--- src/rtl/i3c_target_sdr_if.sv ---
// Bus pins and data-stream handshakes of the I3C SDR target.
// The slave modport is the target's view; master is the controller/system side.
`timescale 1ns/1ps
interface i3c_target_sdr_if;
    logic       scl_i;
    logic       sda_i;
    logic       sda_o;
    logic       sel_od_pp_o;
    logic       addr_override_i;
    logic [6:0] addr_i;
    logic [7:0] rx_data_o;
    logic       rx_valid_o;
    logic       rx_ready_i;
    logic [7:0] tx_data_i;
    logic       tx_valid_i;
    logic       tx_ready_o;
    logic       busy_o;
    logic       parity_err_o;
    logic       rx_overflow_o;

    modport slave (
        input  scl_i, sda_i, addr_override_i, addr_i, rx_ready_i, tx_data_i, tx_valid_i,
        output sda_o, sel_od_pp_o, rx_data_o, rx_valid_o, tx_ready_o, busy_o,
        parity_err_o, rx_overflow_o
    );

    modport master (
        output scl_i, sda_i, addr_override_i, addr_i, rx_ready_i, tx_data_i, tx_valid_i,
        input  sda_o, sel_od_pp_o, rx_data_o, rx_valid_o, tx_ready_o, busy_o,
        parity_err_o, rx_overflow_o
    );
endinterface

--- src/rtl/i3c_target_sdr.sv ---
// I3C SDR target for private reads/writes: decodes START/Sr/STOP, matches a
// 7-bit address, collects write bytes into a show-ahead RX FIFO (T-bit parity
// checked) and serves read bytes from a valid/ready stream with T-bit
// end-of-data signalling.
`timescale 1ns/1ps
module i3c_target_sdr #(
    parameter int unsigned RxFifoDepth = 4,
    parameter logic [6:0]  StaticAddr  = 7'h5A
) (
    input  logic            clk_i,
    input  logic            rst_ni,
    i3c_target_sdr_if.slave bus
);
    localparam int unsigned PtrW      = (RxFifoDepth > 1) ? $clog2(RxFifoDepth) : 1;
    localparam logic [6:0]  BcastAddr = 7'h7E;
    localparam logic [PtrW:0] FullCount = (PtrW+1)'(RxFifoDepth);

    typedef enum logic [2:0] {
        IDLE, ADDR, ADDR_ACK, WR_DATA, WR_T, RD_DATA, RD_T, IGNORE
    } state_t;

    // ------------------------------------------------------------------
    // Pin synchronisation: bit 0 = SCL, bit 1 = SDA. Reset to the idle
    // (high) bus level so leaving reset never looks like an edge.
    // ------------------------------------------------------------------
    logic [1:0] pin_s1_reg, pin_s2_reg, pin_d_reg;

    // Two-flop synchroniser plus one delay stage for edge detection
    always_ff @(posedge clk_i or negedge rst_ni) begin
        if (!rst_ni) begin
            pin_s1_reg <= 2'b11;
            pin_s2_reg <= 2'b11;
            pin_d_reg  <= 2'b11;
        end else begin
            pin_s1_reg <= {bus.sda_i, bus.scl_i};
            pin_s2_reg <= pin_s1_reg;
            pin_d_reg  <= pin_s2_reg;
        end
    end

    logic sda_s, scl_rise, scl_fall, start_det, stop_det, scl_high;
    assign sda_s     = pin_s2_reg[1];
    assign scl_high  = pin_s2_reg[0] & pin_d_reg[0];
    assign scl_rise  = pin_s2_reg[0] & ~pin_d_reg[0];
    assign scl_fall  = ~pin_s2_reg[0] & pin_d_reg[0];
    assign start_det = scl_high & pin_d_reg[1] & ~pin_s2_reg[1];
    assign stop_det  = scl_high & ~pin_d_reg[1] & pin_s2_reg[1];

    // ------------------------------------------------------------------
    // Protocol state
    // ------------------------------------------------------------------
    state_t     state_reg, state_next;
    logic [3:0] cnt_reg, cnt_next;
    logic [7:0] shift_reg, shift_next;
    logic [7:0] tx_shift_reg, tx_shift_next;
    logic       ack_reg, ack_next;
    logic       rd_reg, rd_next;
    logic       wr_own_reg, wr_own_next;
    logic       t_reg, t_next;
    logic       sda_reg, sda_next;
    logic       pp_reg, pp_next;
    logic       tx_ready_reg, tx_ready_next;
    logic       parity_err_reg, parity_err_next;
    logic       overflow_reg, overflow_next;
    logic       push_req, load_tx;

    logic [6:0] my_addr;
    logic       own_match, bcast_w, rw_bit;
    assign my_addr   = bus.addr_override_i ? bus.addr_i : StaticAddr;
    assign rw_bit    = shift_reg[0];
    assign own_match = (shift_reg[7:1] == my_addr);
    assign bcast_w   = (shift_reg[7:1] == BcastAddr) && !rw_bit;

    // ------------------------------------------------------------------
    // RX FIFO (show-ahead)
    // ------------------------------------------------------------------
    logic [7:0]      rx_mem [RxFifoDepth];
    logic [PtrW-1:0] wr_ptr_reg, rd_ptr_reg;
    logic [PtrW:0]   count_reg;
    logic            fifo_full, fifo_pop, fifo_push;

    assign fifo_full     = (count_reg == FullCount);
    assign fifo_pop      = bus.rx_ready_i && (count_reg != '0);
    // A pop in the same cycle frees the slot, so a full FIFO still accepts
    assign fifo_push     = push_req && (!fifo_full || fifo_pop);
    assign overflow_next = push_req && fifo_full && !fifo_pop;

    // FIFO storage write; contents need no reset, pointers define validity
    always_ff @(posedge clk_i) begin
        if (fifo_push) begin
            rx_mem[wr_ptr_reg] <= shift_reg;
        end
    end

    // FIFO pointers and occupancy
    always_ff @(posedge clk_i or negedge rst_ni) begin
        if (!rst_ni) begin
            wr_ptr_reg <= '0;
            rd_ptr_reg <= '0;
            count_reg  <= '0;
        end else begin
            if (fifo_push) wr_ptr_reg <= wr_ptr_reg + PtrW'(1);
            if (fifo_pop)  rd_ptr_reg <= rd_ptr_reg + PtrW'(1);
            if (fifo_push && !fifo_pop)      count_reg <= count_reg + (PtrW+1)'(1);
            else if (!fifo_push && fifo_pop) count_reg <= count_reg - (PtrW+1)'(1);
        end
    end

    // Protocol register bank
    always_ff @(posedge clk_i or negedge rst_ni) begin
        if (!rst_ni) begin
            state_reg      <= IDLE;
            cnt_reg        <= '0;
            shift_reg      <= '0;
            tx_shift_reg   <= '0;
            ack_reg        <= 1'b0;
            rd_reg         <= 1'b0;
            wr_own_reg     <= 1'b0;
            t_reg          <= 1'b0;
            sda_reg        <= 1'b1;
            pp_reg         <= 1'b0;
            tx_ready_reg   <= 1'b0;
            parity_err_reg <= 1'b0;
            overflow_reg   <= 1'b0;
        end else begin
            state_reg      <= state_next;
            cnt_reg        <= cnt_next;
            shift_reg      <= shift_next;
            tx_shift_reg   <= tx_shift_next;
            ack_reg        <= ack_next;
            rd_reg         <= rd_next;
            wr_own_reg     <= wr_own_next;
            t_reg          <= t_next;
            sda_reg        <= sda_next;
            pp_reg         <= pp_next;
            tx_ready_reg   <= tx_ready_next;
            parity_err_reg <= parity_err_next;
            overflow_reg   <= overflow_next;
        end
    end

    // Next-state and bus-drive decisions; bus conditions override bit handling
    always_comb begin
        state_next      = state_reg;
        cnt_next        = cnt_reg;
        shift_next      = shift_reg;
        tx_shift_next   = tx_shift_reg;
        ack_next        = ack_reg;
        rd_next         = rd_reg;
        wr_own_next     = wr_own_reg;
        t_next          = t_reg;
        sda_next        = sda_reg;
        pp_next         = pp_reg;
        tx_ready_next   = 1'b0;
        parity_err_next = 1'b0;
        push_req        = 1'b0;
        load_tx         = 1'b0;

        if (start_det) begin
            state_next = ADDR;
            cnt_next   = '0;
            sda_next   = 1'b1;
            pp_next    = 1'b0;
        end else if (stop_det) begin
            state_next = IDLE;
            sda_next   = 1'b1;
            pp_next    = 1'b0;
        end else begin
            unique case (state_reg)
                IDLE: ;
                ADDR: begin
                    if (scl_rise && cnt_reg < 4'd8) begin
                        shift_next = {shift_reg[6:0], sda_s};
                        cnt_next   = cnt_reg + 4'd1;
                    end else if (scl_fall && cnt_reg == 4'd8) begin
                        if ((own_match && !rw_bit) || bcast_w || (own_match && rw_bit)) begin
                            state_next  = ADDR_ACK;
                            // A read with nothing to send is refused up front
                            ack_next    = !(rw_bit && !bus.tx_valid_i);
                            sda_next    = rw_bit && !bus.tx_valid_i;
                            pp_next     = 1'b0;
                            rd_next     = rw_bit;
                            wr_own_next = own_match && !rw_bit;
                        end else begin
                            state_next = IGNORE;
                            sda_next   = 1'b1;
                            pp_next    = 1'b0;
                        end
                    end
                end
                ADDR_ACK: begin
                    if (scl_fall) begin
                        if (ack_reg && rd_reg) begin
                            load_tx = 1'b1;
                        end else if (ack_reg && wr_own_reg) begin
                            state_next = WR_DATA;
                            cnt_next   = '0;
                            sda_next   = 1'b1;
                            pp_next    = 1'b0;
                        end else begin
                            // NACK, or broadcast CCC which is not handled here
                            state_next = IGNORE;
                            sda_next   = 1'b1;
                            pp_next    = 1'b0;
                        end
                    end
                end
                WR_DATA: begin
                    if (scl_rise && cnt_reg < 4'd8) begin
                        shift_next = {shift_reg[6:0], sda_s};
                        cnt_next   = cnt_reg + 4'd1;
                    end else if (scl_fall && cnt_reg == 4'd8) begin
                        state_next = WR_T;
                        cnt_next   = '0;
                    end
                end
                WR_T: begin
                    if (scl_rise) begin
                        if (sda_s != ~^shift_reg) parity_err_next = 1'b1;
                        else                      push_req        = 1'b1;
                        state_next = WR_DATA;
                    end
                end
                RD_DATA: begin
                    if (scl_fall) begin
                        if (cnt_reg < 4'd8) begin
                            sda_next      = tx_shift_reg[7];
                            tx_shift_next = {tx_shift_reg[6:0], 1'b0};
                            cnt_next      = cnt_reg + 4'd1;
                        end else begin
                            state_next = RD_T;
                            t_next     = bus.tx_valid_i;
                            sda_next   = bus.tx_valid_i;
                            pp_next    = 1'b1;
                        end
                    end
                end
                RD_T: begin
                    if (scl_fall) begin
                        if (t_reg) begin
                            load_tx = 1'b1;
                        end else begin
                            state_next = IGNORE;
                            sda_next   = 1'b1;
                            pp_next    = 1'b0;
                        end
                    end else if (scl_rise && t_reg) begin
                        // Hand the line back so the controller can force Sr/P
                        pp_next = 1'b0;
                    end
                end
                IGNORE: begin
                    sda_next = 1'b1;
                    pp_next  = 1'b0;
                end
                default: state_next = IDLE;
            endcase

            if (load_tx) begin
                state_next    = RD_DATA;
                sda_next      = bus.tx_data_i[7];
                pp_next       = 1'b1;
                tx_shift_next = {bus.tx_data_i[6:0], 1'b0};
                cnt_next      = 4'd1;
                tx_ready_next = 1'b1;
            end
        end
    end

    assign bus.sda_o         = sda_reg;
    assign bus.sel_od_pp_o   = pp_reg;
    assign bus.tx_ready_o    = tx_ready_reg;
    assign bus.parity_err_o  = parity_err_reg;
    assign bus.rx_overflow_o = overflow_reg;
    assign bus.rx_valid_o    = (count_reg != '0);
    assign bus.rx_data_o     = rx_mem[rd_ptr_reg];
    assign bus.busy_o        = ((state_reg == ADDR_ACK) && ack_reg) ||
                               (state_reg == WR_DATA) || (state_reg == WR_T) ||
                               (state_reg == RD_DATA) || (state_reg == RD_T);
endmodule

--- src/flat_wrapper.sv ---
// flat-port wrapper written by rule: the top's interface ports become plain ports
module i3c_target_sdr_flat 
#(
    parameter int unsigned RxFifoDepth = 4,
    parameter logic [6:0]  StaticAddr  = 7'h5A
)
  (clk_i, rst_ni, bus_scl_i, bus_sda_i, bus_addr_override_i, bus_addr_i, bus_rx_ready_i, bus_tx_data_i, bus_tx_valid_i, bus_sda_o, bus_sel_od_pp_o, bus_rx_data_o, bus_rx_valid_o, bus_tx_ready_o, bus_busy_o, bus_parity_err_o, bus_rx_overflow_o);
  i3c_target_sdr_if bus_i ();
  input  logic clk_i;
  input  logic rst_ni;
  input wire logic [$bits(bus_i.scl_i)-1:0] bus_scl_i;
  input wire logic [$bits(bus_i.sda_i)-1:0] bus_sda_i;
  input wire logic [$bits(bus_i.addr_override_i)-1:0] bus_addr_override_i;
  input wire logic [$bits(bus_i.addr_i)-1:0] bus_addr_i;
  input wire logic [$bits(bus_i.rx_ready_i)-1:0] bus_rx_ready_i;
  input wire logic [$bits(bus_i.tx_data_i)-1:0] bus_tx_data_i;
  input wire logic [$bits(bus_i.tx_valid_i)-1:0] bus_tx_valid_i;
  output wire logic [$bits(bus_i.sda_o)-1:0] bus_sda_o;
  output wire logic [$bits(bus_i.sel_od_pp_o)-1:0] bus_sel_od_pp_o;
  output wire logic [$bits(bus_i.rx_data_o)-1:0] bus_rx_data_o;
  output wire logic [$bits(bus_i.rx_valid_o)-1:0] bus_rx_valid_o;
  output wire logic [$bits(bus_i.tx_ready_o)-1:0] bus_tx_ready_o;
  output wire logic [$bits(bus_i.busy_o)-1:0] bus_busy_o;
  output wire logic [$bits(bus_i.parity_err_o)-1:0] bus_parity_err_o;
  output wire logic [$bits(bus_i.rx_overflow_o)-1:0] bus_rx_overflow_o;
  assign bus_i.scl_i = bus_scl_i;
  assign bus_i.sda_i = bus_sda_i;
  assign bus_i.addr_override_i = bus_addr_override_i;
  assign bus_i.addr_i = bus_addr_i;
  assign bus_i.rx_ready_i = bus_rx_ready_i;
  assign bus_i.tx_data_i = bus_tx_data_i;
  assign bus_i.tx_valid_i = bus_tx_valid_i;
  assign bus_sda_o = bus_i.sda_o;
  assign bus_sel_od_pp_o = bus_i.sel_od_pp_o;
  assign bus_rx_data_o = bus_i.rx_data_o;
  assign bus_rx_valid_o = bus_i.rx_valid_o;
  assign bus_tx_ready_o = bus_i.tx_ready_o;
  assign bus_busy_o = bus_i.busy_o;
  assign bus_parity_err_o = bus_i.parity_err_o;
  assign bus_rx_overflow_o = bus_i.rx_overflow_o;
  i3c_target_sdr #(.RxFifoDepth(RxFifoDepth), .StaticAddr(StaticAddr)) u_core (.clk_i(clk_i), .rst_ni(rst_ni), .bus(bus_i));
endmodule
--- config.mk ---
export PLATFORM = sky130hd
export DESIGN_NAME = i3c_target_sdr_flat
export DESIGN_NICKNAME = d
export VERILOG_FILES = /design/src/rtl/i3c_target_sdr_if.sv /design/src/rtl/i3c_target_sdr.sv /design/src/flat_wrapper.sv
export SDC_FILE = /design/constraint.sdc
export NUM_CORES = 1
export LEC_CHECK = 0
export ABC_AREA = 0
export BUFFER_PORTS_ARGS = -buffer_cell sky130_fd_sc_hd__buf_4
export CAP_MARGIN = 20
export CORE_MARGIN = 10
export CORE_UTILIZATION = 50
export DETAILED_ROUTE_END_ITERATION = 10
export HOLD_SLACK_MARGIN = 0.1
export PLACE_DENSITY = 0.69
export SETUP_SLACK_MARGIN = 0.4
export SYNTH_ARGS = -nofsm -noshare
export SYNTH_HDL_FRONTEND = slang
export SYNTH_SLANG_ARGS = --single-unit
--- constraint.sdc ---
create_clock -name clk_i -period 5.6 [get_ports clk_i]
set_input_delay 1.68 -clock clk_i [delete_from_list [all_inputs] [get_ports clk_i]]
set_output_delay 1.68 -clock clk_i [all_outputs]
set_load 0.02 [all_outputs]
-- Yosys cells after proc, flatten, opt, wreduce, memory -nomap -nowiden
Memory sizes are Yosys's and may differ from the RTL's.
Cells that the tools add are included.
- register bits after elaboration: 45
- memory bits (writable): 32
- input port bits: 22
- output and inout bits: 15
- logic and storage cells: 205
- memories kept: 1
- $add $sub $neg: 5
- magnitude comparators: 1
- equal/unequal tests: 33
- mux-type cells: 84
- bitwise logic cells: 15
- reductions and logical operators: 47
- memories (memory ; depth ; bits a word ; read ports ; clocked after memory_dff ; write ports ; RTL line ; text):
    u_core.rx_mem ; 4 ; 8 ; 1 ; 0 ; 1 ; i3c_target_sdr.sv:77 ; logic [7:0] rx_mem [RxFifoDepth];
- operators with widths (operator ; number):
    two-way mux 3 bit ; 18
    two-way mux 1 bit ; 45
    two-way mux 4 bit ; 11
    inequality test 5 x 1 -> 1 bit, second input constant ; 7
    two-way mux 8 bit ; 4
    inequality test 5 x 3 -> 1 bit, second input constant ; 5
    inequality test 4 x 1 -> 1 bit, second input constant ; 5
    one-hot mux 3 bit (6 select lines) ; 1
    AND reduction 9 bit ; 2
    logical AND 1 bit ; 16
    one-hot mux 4 bit (4 select lines) ; 1
    == test 3 bit, second input constant ; 5
    AND reduction 12 bit ; 1
    one-hot mux 1 bit (5 select lines) ; 2
    AND reduction 5 bit ; 2
    nonzero test 9 bit ; 1
    inverter 1 bit ; 8
    AND reduction 8 bit ; 1
    nonzero test 2 bit ; 4
    nonzero test 8 bit ; 1
    XNOR reduction 8 bit ; 1
    bitwise AND 1 bit ; 7
    == test 7 bit ; 1
    == test 7 bit, second input constant ; 1
    22 further kinds ; 35

-- Longest topological paths before layout
- depth after elaboration: 12
- depth in mapped cells: 12
- gate-level depth less buffers: 11

-- Worst setup path before layout
No wires, ideal clock.
- path kind: input to register
- start: input port bus_addr_override_i
- end: register u_core.rd_reg
- setup time: 0.128 ns
- arrival: 3.285 ns
- required time: 5.472 ns
- setup slack: 2.188 ns
- cell stages on the path: 7
- path buffers: 1
- cells stage by stage: buf_4 -> or4b_1 -> o22ai_1 -> o22ai_1 -> o31a_1 -> nor2_1 -> mux2_1
- longest elaborated chain between the ends: 6
- elaborated cells on any way between the ends: 7
- those cells by class: eq/ne (1); mux (1); reduce/logical (5)
- RTL lines (element ; RTL line ; text):
    from (decl) ; flat_wrapper.sv:13 ; input wire logic [$bits(bus_i.addr_override_i)-1:0] bus_addr_override_i;
    two-way mux 7 bit (*) ; i3c_target_sdr.sv:69 ; assign my_addr = bus.addr_override_i ? bus.addr_i : StaticAddr;
    == test 7 bit (*) ; i3c_target_sdr.sv:71 ; assign own_match = (shift_reg[7:1] == my_addr);
    logical AND 1 bit ; i3c_target_sdr.sv:176 ; if ((own_match && !rw_bit) || bcast_w || (own_match && rw_bit)) begin
    logical OR 1 bit ; i3c_target_sdr.sv:176 ;
    logical OR 1 bit (*) ; i3c_target_sdr.sv:176 ;
    AND reduction 6 bit (no source line) (*) ; n/a ;
    to (signal assigned) ; i3c_target_sdr.sv:131 ; rd_reg <= rd_next;
    to (decl) ; i3c_target_sdr.sv:57 ; logic rd_reg, rd_next;
Mark *: on every way between the ends. The rest lies on a longest branch, timed or not.
A chain may end at the register's enable or synchronous reset.

-- Final worst setup path
- start: register u_core.rd_ptr_reg[0]
- end: output port bus_rx_data_o[0]
- longest elaborated chain between the ends: 1
- RTL lines (element ; RTL line ; text):
    from (decl) ; i3c_target_sdr.sv:78 ; logic [PtrW-1:0] wr_ptr_reg, rd_ptr_reg;
    from (signal assigned) ; i3c_target_sdr.sv:103 ; if (fifo_pop) rd_ptr_reg <= rd_ptr_reg + PtrW'(1);
    memory read (4 x 8 bit) ; n/a ;
    to (decl) ; flat_wrapper.sv:20 ; output wire logic [$bits(bus_i.rx_data_o)-1:0] bus_rx_data_o;
Every way passes these cells.

==> key figures <==
Setup path
  • Crit path DAT: 1.87 ns
  • CP required: 3.92 ns
  • Crit path cell chain: mux4_2 -> buf_4
  • Startpoint Class: flop
  • CP max-delay cell: dfrtp_1
  • Crit-path max cell delay: 0.74 ns
  • Cell family with most CP delay: flip-flops
  • Crit-path max FO: 10
  • WP buf/inv: 1
  • CP Capture Type: output port
  • WS Path Type: reg2out

Logic synthesis
  • Post-Syn Area: 3800 um^2
  • Number of synthesized flops with an enable pin: 32
  • Sequential area share after synthesis: 54.5%
  • Ys flop type: dfrtp_1
  • Distinct cells, synth: between 60 and 70
  • Mean Syn Cell Area: about 12 um^2
  • Synth Register Bits: between 70 and 80
  • Synth Warn #: 0
  • Syn Inst Count: 314
  • Ys async rst share: 57.9%
  • Synth Net Count: ~340

Detailed routing
  • Via Count: 2522
  • Drt wl/cell: 16.9 um
  • Final wirelength: 7.61 mm
  • TritonRoute pass-1 iters: 4
  • Detailed router's first-iteration violation count: 226
  • Drt drc: 0
  • Vias/cell: 5.60
  • Post-route ant nets: 0

Place
  • GPL Wtd Cong: 0.871
  • PortBufs: 36
  • Hpwl dp: 5.33 mm
  • Pre-CTS WS: 2.01 ns
  • Placed cell area: 4130 um^2

STA
  • FMAX: 282 MHz
  • Final Skew: 0.0128 ns
  • Slew HR: a little over a third
  • Final Critical Period: 3.55 ns
  • TNS Setup: 0 ns
  • Fin Hold WS: 0.360 ns
  • Max-slew violation count: 0
  • Setup Viol. Count Final: 0
  • Final WS setup: 2.05 ns
  • Fin crit share: 63.3%
  • RSZ-0062 raised after global routing: false
  • Hold Violations, Final: 0
  • Slew @ Worst Pin: 0.968 ns

Min path
  • Class of the worst hold path: reg2reg

Layout
  • Layout filler cell count: between 500 and 600
  • Nets@finish: 376
  • Most common cell after layout, fill and taps aside: dfrtp_1
  • Most frequent cells in the layout: dfrtp_1 (37), buf_4 (36), edfxtp_1 (32), nand2_1 (21), nor2_1 (19)
  • Sequential Area: about 2100 um^2
  • Final Cell Area: 4330 um^2
  • Layout cell share with drive strength beyond 1: approximately a quarter
  • Multi-input logic area: around 1600 um^2
  • ANT cells: 0
  • Area Overhead vs Synth: 14.0%
  • Final core occ: 59.1%
  • Max reg flops: 32

Clock network
  • CTS HTree Levels: 3
  • Hold buffer count at cts: 0
  • Clock Sinks: 76
  • CTS max path bufs: 2
  • Worst skew pair latency: 0.35 ns
  • TritonCTS Buffers: 9
  • Clock transition at path regs: roughly 0.080 ns
  • Post-CTS setup buffers: 0
  • Cts repair resizes: 0
  • Clock root buffer: clkbuf_8
  • CTS tree: yes

Run status
  • Status: completed

Power and ir drop
  • Reg power frac: between 40% and 50%
  • Leakage: 1.73 nW
  • Sw Share: 38.1%
  • Pwr/cell area: 492 nW/um^2
  • Int Power: 1.32 mW
  • Clock group share of total power: 20.1%
  • P_sw: between 800 and 900 uW
  • Logic pwr share: a little under two fifths
  • IR drop worst, VDD: 236 uV

Floorplan
  • Core Area: between 7000 and 8000 um^2
  • IO Pins: 37
  • Die span in x: 107 um
  • FP Rows: 31
  • Die H: about 110 um
  • Starting Density: 51.9%
  • Total Die Area: between 10000 and 15000 um^2

Global routing
  • Largest net degree at the start of global routing: 45
  • Grt ovf: 0
  • Total GRT Usage: 14.0%
  • Initial antenna violation count: 0
  • Vias in the first global route: around 2600
  • First-pass GRT wire length: 12.9 mm

Flow run
  • # Max-Cap Violations: 0
## layout make-up
cell class | instances | share of cell area, %
clock inverter | 7 | 1.88
multi-input combinational | 209 | 37.2
clock buffer | 9 | 2.86
tap | 99 | 2.86
timing repair buffer | 36 | 6.24
sequential | 76 | 47.8
inverter | 14 | 1.21
## path summary, 6_finish.rpt
kind	depth (start not counted)	start	endpoint	slack (ns)
worst max-delay path	2	u_core.rd_ptr_reg[0]$_DFFE_PN0N_	bus_rx_data_o[0]	2.05
worst min-delay path	0	u_core.pin_s1_reg[0]$_DFF_PN1_	u_core.pin_s2_reg[0]$_DFF_PN1_	0.36
worst max register to register	11	u_core.shift_reg[4]$_DFFE_PN0P_	u_core.count_reg[2]$_DFFE_PN0P_	2.62
worst min register to register	0	u_core.pin_s1_reg[0]$_DFF_PN1_	u_core.pin_s2_reg[0]$_DFF_PN1_	0.36
max in group asynchronous	1	rst_ni	u_core.pin_s2_reg[0]$_DFF_PN1_	3.89
min in group asynchronous	1	rst_ni	u_core.wr_own_reg$_DFFE_PN0P_	1.31
## power groups by stage
stage	logic (mW)	clock network [mW]	registers (mW)
finish	0.786	0.429	0.918
global route	0.875	0.467	0.948
CTS	0.796	0.438	0.918
detailed placement	0.792	0	0.930
global placement	0.772	0	0.923
floorplan	0.663	0	0.817
## synthesized netlist by cell type, drive strengths merged, types with 2 or more instances
cell	instances	area, um^2
dfrtp	37	926
edfxtp	32	961
nand2	21	78.8
nor2	20	82.6
inv	14	52.6
o21ai	14	70.1
a21oi	12	60.1
mux2	12	135
nand2b	11	68.8
xnor2	11	96.3
buf	8	41.3
mux4	8	180
clkbuf	7	26.3
dfstp	7	184
ha	7	87.6
mux2i	7	70.1
nor2b	7	43.8
nand3	6	30.0
nor3	6	41.3
o22ai	6	37.5
xor2	5	43.8
and2	4	25.0
nand3b	4	30.0
o31ai	4	30.0
a211oi	3	35.0
a21o	3	22.5
a31oi	3	18.8
nor4	3	18.8
or3	3	18.8
a211o	2	17.5
o22a	2	17.5
o31a	2	17.5
## kinds of logic (layout without fill, tap and decap cells)
group	after synthesis	in the layout	synth area share, %
fa+ha+maj	8	8	2.83
mux	27	27	10.1
compound gates	66	66	12.2
buf+inv	29	66	3.16
flops	76	76	54.5
simple gates	91	91	12.9
xor+xnor	17	17	4.28
## layer usage
layer / track usage [%] / wire [um] / share of wire (%)
met5: 0 / 0 / 0
met4: 3.48 / 83 / 1.1
met3: 5.69 / 509 / 6.7
met2: 21.2 / 3660 / 48
met1: 18.2 / 3370 / 44
## through the flow
step                      total power, mW  cells
after floorplan                      1.48    314
after global placement               1.69    434
after detailed placement             1.72    434
after CTS                            2.15    450
after global routing                 2.29    450
final                                2.13    450
No activity file was read; power rests on OpenSTA's default activity.
